==> config.mk <==
export PLATFORM = sky130hd
export DESIGN_NAME = fir_mac_sequencer
export DESIGN_NICKNAME = d
export VERILOG_FILES = /design/src/rtl/fir_mac_sequencer.sv
export SDC_FILE = /design/constraint.sdc
export NUM_CORES = 1
export LEC_CHECK = 0
export CAP_MARGIN = 0
export CORE_MARGIN = 2
export CORE_UTILIZATION = 40
export CTS_BUF_LIST = sky130_fd_sc_hd__clkbuf_4
export DETAILED_ROUTE_END_ITERATION = 10
export GPL_TIMING_DRIVEN = 0
export PLACE_DENSITY = 0.62
export SLEW_MARGIN = 0
export SYNTH_ARGS = -nofsm -noshare
export SYNTH_HDL_FRONTEND = slang
export SYNTH_SLANG_ARGS = --single-unit
==> constraint.sdc <==
create_clock -name clk -period 27.6 [get_ports clk]
set_input_delay 4.14 -clock clk [delete_from_list [all_inputs] [get_ports clk]]
set_output_delay 4.14 -clock clk [all_outputs]
set_load 0.01 [all_outputs]
==> src/rtl/fir_mac_sequencer.sv <==
// fir_mac_sequencer
//
// Time-multiplexed FIR filter controller. A single signed multiplier and one
// wide accumulator are shared across all NTAPS taps. Each accepted sample is
// written into a circular delay line. One product per cycle is then
// accumulated, walking the taps from the newest sample (tap 0) back to the
// oldest. The scaled and saturated sum is presented on a valid/ready output.
//
// Ports
//   clk        clock, all state updates on the rising edge
//   reset      synchronous, active-low reset
//   in_valid   input sample valid
//   in_data    signed input sample (DW bits)
//   in_ready   block can accept a sample (high only in IDLE)
//   out_valid  filtered result valid (high only in OUT)
//   out_data   signed filtered result (DW bits), held while stalled
//   out_ready  downstream accepts the result
//   coef_we    coefficient write strobe (honoured only in IDLE)
//   coef_addr  coefficient index k
//   coef_data  signed coefficient value (CW bits)
//   busy       high while in MAC or OUT
module fir_mac_sequencer #(
  parameter int DW    = 16,
  parameter int CW    = 16,
  parameter int NTAPS = 8,
  parameter int SHIFT = 15,
  parameter int AW    = $clog2(NTAPS),
  parameter int ACCW  = DW + CW + AW
) (
  input  logic                 clk,
  input  logic                 reset,
  input  logic                 in_valid,
  input  logic signed [DW-1:0] in_data,
  output logic                 in_ready,
  output logic                 out_valid,
  output logic signed [DW-1:0] out_data,
  input  logic                 out_ready,
  input  logic                 coef_we,
  input  logic [AW-1:0]        coef_addr,
  input  logic signed [CW-1:0] coef_data,
  output logic                 busy
);

  typedef enum logic [1:0] {
    IDLE = 2'd0,
    MAC  = 2'd1,
    OUT  = 2'd2
  } state_t;

  // Saturation bounds expressed at accumulator width so the comparison is
  // done on the full shifted value before truncation.
  localparam logic signed [ACCW-1:0] SAT_MAX = {{(ACCW-DW+1){1'b0}}, {(DW-1){1'b1}}};
  localparam logic signed [ACCW-1:0] SAT_MIN = ~SAT_MAX;

  state_t state;
  state_t state_next;

  logic [AW-1:0] tap_idx;
  logic [AW-1:0] wr_ptr;
  logic [AW-1:0] rd_addr;

  logic signed [DW-1:0] delay_line [NTAPS];
  logic signed [CW-1:0] coef       [NTAPS];

  logic signed [CW-1:0]      coef_rd;
  logic signed [DW-1:0]      sample_rd;
  logic signed [DW+CW-1:0]   coef_ext;
  logic signed [DW+CW-1:0]   sample_ext;
  logic signed [DW+CW-1:0]   product;
  logic signed [ACCW-1:0]    acc;
  logic signed [ACCW-1:0]    acc_sum;
  logic signed [ACCW-1:0]    acc_shifted;
  logic signed [DW-1:0]      sat_value;

  logic sample_take;
  logic last_tap;

  assign sample_take = in_valid && in_ready;
  assign last_tap    = (tap_idx == AW'(NTAPS - 1));

  // Tap 0 pairs with the newest sample at wr_ptr. Higher taps walk backwards
  // through the delay line. The AW-bit subtraction wraps modulo NTAPS for
  // free because NTAPS is a power of two.
  assign rd_addr   = wr_ptr - tap_idx;
  assign coef_rd   = coef[tap_idx];
  assign sample_rd = delay_line[rd_addr];

  // Both operands are sign-extended to the full product width so the
  // multiply is done at one width and keeps full precision.
  assign coef_ext   = {{DW{coef_rd[CW-1]}}, coef_rd};
  assign sample_ext = {{CW{sample_rd[DW-1]}}, sample_rd};
  assign product    = coef_ext * sample_ext;

  assign acc_sum     = acc + {{AW{product[DW+CW-1]}}, product};
  assign acc_shifted = acc_sum >>> SHIFT;

  // The result register is loaded on the final MAC edge. It therefore
  // saturates the sum that includes the last product, not the stale acc.
  always_comb begin
    sat_value = acc_shifted[DW-1:0];
    if (acc_shifted > SAT_MAX) begin
      sat_value = SAT_MAX[DW-1:0];
    end else if (acc_shifted < SAT_MIN) begin
      sat_value = SAT_MIN[DW-1:0];
    end
  end

  // FSM state register
  always_ff @(posedge clk) begin
    if (!reset) begin
      state <= IDLE;
    end else begin
      state <= state_next;
    end
  end

  // FSM next-state logic
  always_comb begin
    state_next = state;
    case (state)
      IDLE: begin
        if (sample_take) begin
          state_next = MAC;
        end
      end
      MAC: begin
        if (last_tap) begin
          state_next = OUT;
        end
      end
      OUT: begin
        if (out_ready) begin
          state_next = IDLE;
        end
      end
      default: state_next = IDLE;
    endcase
  end

  // FSM outputs (Moore, decoded from the registered state)
  always_comb begin
    in_ready  = 1'b0;
    out_valid = 1'b0;
    busy      = 1'b0;
    case (state)
      IDLE: begin
        in_ready = 1'b1;
      end
      MAC: begin
        busy = 1'b1;
      end
      OUT: begin
        out_valid = 1'b1;
        busy      = 1'b1;
      end
      default: begin
        in_ready = 1'b0;
      end
    endcase
  end

  // Datapath: delay line, coefficient bank, accumulator, tap/pointer
  // counters and the output holding register.
  always_ff @(posedge clk) begin
    if (!reset) begin
      acc      <= '0;
      tap_idx  <= '0;
      wr_ptr   <= '0;
      out_data <= '0;
      for (int i = 0; i < NTAPS; i++) begin
        delay_line[i] <= '0;
        coef[i]       <= '0;
      end
    end else begin
      case (state)
        IDLE: begin
          // A write that coincides with a handshake still commits here.
          // The MAC pass starts next cycle and sees the new value.
          if (coef_we) begin
            coef[coef_addr] <= coef_data;
          end
          if (sample_take) begin
            delay_line[wr_ptr] <= in_data;
            acc                <= '0;
            tap_idx            <= '0;
          end
        end
        MAC: begin
          acc     <= acc_sum;
          tap_idx <= tap_idx + AW'(1);
          if (last_tap) begin
            out_data <= sat_value;
          end
        end
        OUT: begin
          // wr_ptr advances only once the result is consumed, so the
          // pass still points at the sample it was computed from.
          if (out_ready) begin
            wr_ptr <= wr_ptr + AW'(1);
          end
        end
        default: begin
          acc <= acc;
        end
      endcase
    end
  end

endmodule

==> flow_metrics.env <==
export IMPL_outcome="completed"
export IMPL_detail_route_drc_violations=0
export IMPL_final_core_util_pct=45.0
export IMPL_grt_antenna_before_repair=2
export IMPL_edff_count_synth=256
export IMPL_clock_tree_buffer_depth=3
export IMPL_initial_standard_cell_utilization_of_the_core_pct=40.4
export IMPL_hold_viol=0
export IMPL_tritoncts="done"
export IMPL_final_nets=2871
export IMPL_area_overhead_vs_synth_pct=11.5
export IMPL_die_height_microns=256
export IMPL_post_synth_main_area_contributors="edfxtp_1, fa_1, and2_1, ha_1, mux4_2"
export IMPL_flops_latches_synth=318
export IMPL_numCtsBuffers=83
export IMPL_finClkSkew_ps=56.7
export IMPL_total_routing_usage_reported_by_global_routing_pct=19.6
export IMPL_cts_setup_buffers=0
export IMPL_synth_warnings=0
export IMPL_tightest_slew_ps=1340
export IMPL_port_buffer_cells=58
export IMPL_worstHoldPathType="reg2reg"
export IMPL_die_width_microns=256
export IMPL_synthCells=2286
export IMPL_cts_hold_buffers=0
export IMPL_final_fill_count=5903
export IMPL_grt_start_max_net_pins=17
export IMPL_vias=17300
export IMPL_rsz0062_at_grt="no"
export IMPL_fin_crit_sh_pct=47.5
export IMPL_synth_ff_type="edfxtp_1"
export IMPL_critPathMostFrequentCell="fa_1"
export IMPL_grt_first_pass_wirelength_mm=99.6
export IMPL_clock_input_transition_at_the_sequential_cells_of_the_worst_setup_and_hold_paths_ps=60
export IMPL_async_flop_share_pct=0
export IMPL_synth_cells_most_frequent="inv_1, and2_1, fa_1, edfxtp_1, nor2_1"
export IMPL_seq_area_frac_synth_pct=35.1
export IMPL_via_count_of_the_first_global_routing_pass=18300
export IMPL_worstPathArrival_ps=13790
export IMPL_numClockSinks=318
export IMPL_detailedRoute_firstIterationViolations=1088
export IMPL_max_freq_mhz=76.2
export IMPL_totalNegativeSetupSlack_ps=0
export IMPL_std_cell_rows=92
export IMPL_floorplan_die_area_sq_mm=0.0656
export IMPL_i_o_pin_cnt=59
export IMPL_worst_ep_required_time_ps=28270
export IMPL_cp_max_fo=10
export IMPL_final_min_clock_period_ps=13120
export IMPL_headroom_to_the_max_slew_limit_pct=7.79
export IMPL_grt_overflow_total=0
export IMPL_synthesis_nets=2716
export IMPL_master_cell_of_the_clock_root_buffer="clkbuf_4"
export IMPL_syn_area_per_cell_sq_um=11.1
export IMPL_wire_per_inst_microns=18.8
export IMPL_finalHoldWorstSlack_ps=479
export IMPL_viasPerCell=5.17
export IMPL_worstSetupStartpointType="register"
export IMPL_maxCapViolations=0
export IMPL_total_of_endpoints_with_negative_setup_slack_in_the_final_report=0
export IMPL_cp_slowest_stage_delay_ps=1040
export IMPL_post_synth_top_area_cell="edfxtp_1"
export IMPL_number_of_nets_with_antenna_violations_after_detailed_routing=0
export IMPL_count_of_unique_library_cells_instantiated_by_yosys=69
export IMPL_cell_area_after_synthesis_sq_mm=0.0254
export IMPL_place_congestion=0.894
export IMPL_crit_type="reg2reg"
export IMPL_wl_mm=63.1
export IMPL_slew_viol_final=0
export IMPL_first_pass_iters=5
export IMPL_endpoint_kind="register"
export IMPL_core_area_sq_mm=0.0630
export IMPL_clock_latency_ps=820
export IMPL_slowest_cp_cell="mux2i_1"
export IMPL_cts_resized=0
export IMPL_detailed_place_hpwl_mm=48.8
export IMPL_drive_above_1_share_pct=10.5
export IMPL_htree_num_levels=3
export IMPL_synth_top_area_share_pct=30.2
export IMPL_most_used_standard_cell_by_instance_count_after_synthesis="inv_1"
-- placed cells by master (no fill, tap or decap), drive strengths merged, types with 5 or more instances in the layout --
master,count
edfxtp,256
a211oi,9
nor2b,38
a22oi,30
clkdlybuf4s50,58
nand3,7
a21oi,66
a21o,22
and3,7
fa,264
xnor2,52
dfxtp,62
nor3,16
xor2,13
nand2,139
clkinv,22
a311oi,5
nand2b,30
and2,275
or3,6
o21ai,68
or2,12
inv,330
o211ai,5
nand4,11
clkbuf,186
o21a,14
mux2i,28
buf,22
a31oi,7
nor2,163
mux4,64
ha,126
mux2,21
and4,7
o21bai,13
-- per-layer routing --
layer / wire, microns / global-route usage [%] / part of all wire [%] / vias to the layer above
li1: - / - / - / 8003
met1: 26400 / 24.9 / 42 / 8798
met2: 32100 / 34.3 / 51 / 422
met3: 3110 / 3.07 / 4.9 / 90
met4: 1430 / 6.53 / 2.3 / 0
met5: 0 / 0 / 0 / -
-- cell type report --
| type | count | area [sq um] | area share (%) |
|---|---|---|---|
| multi-input cells | 1562 | 15000 | 52.9 |
| flip-flops and latches | 318 | 8930 | 31.5 |
| inverters | 327 | 1230 | 4.33 |
| well taps | 846 | 1060 | 3.74 |
| clock buffers | 117 | 878 | 3.10 |
| repair buffers | 70 | 753 | 2.66 |
| plain buffers | 79 | 309 | 1.09 |
| clock inverters | 27 | 178 | 0.627 |
| diodes | 4 | 10.0 | 0.0353 |
-- metrics by stage --
stage / area (sq um) / instances / setup WS (ps)
floorplan: 25400 / 2286 / 16960
global placement: 27100 / 3190 / 14610
detailed placement: 27300 / 3202 / 14630
CTS: 28300 / 3346 / 14570
global route: 28300 / 3349 / 13680
finish: 28300 / 3350 / 14490
-- state kept, by name, summed over array words and instances (netlist names), named ones only --
name / count
coef: 128
delay_line: 128
acc: 35
out_data: 16
tap_idx: 3
wr_ptr: 3
state: 2
-- logic make-up (layout without fill, tap and decap cells) --
logic type,count (synthesis),after routing,share of synthesized area [%]
AND/OR/NAND/NOR,723,723,14.9
XOR/XNOR,65,65,2.27
AO/OA/AOI/OAI,271,271,6.97
multiplexers,113,113,7.71
adder cells (fa/ha/maj),390,390,27.0
flip-flops,318,318,35.1
other,0,4,0
buffers and inverters,406,620,6.05
-- final timing paths --
| path | from | endpoint | slack, ps | cells past startpoint |
|---|---|---|---|---|
| hold / removal | acc[3] | acc[3] | 480 | 2 |
| hold reg to reg | acc[3] | acc[3] | 480 | 2 |
| setup reg to reg | tap_idx[0] | out_data[14] | 14490 | 40 |
| setup / recovery | tap_idx[0] | out_data[14] | 14490 | 40 |
-- critical path: cells and delay by family, from the launching register on --
family                     cells  cell delay (ps)
AOI/OAI and AO/OA              8             2140
muxes                          2             1450
buffers and inverters          8             1510
xor gates and xnor gates       2              600
DFF                            1              410
and+or+nand+nor               10             2480
adders and majority gates     10             4360
Power is not shown: default switching activity piles up to over one toggle a cycle in this logic, so the estimate is an artifact.
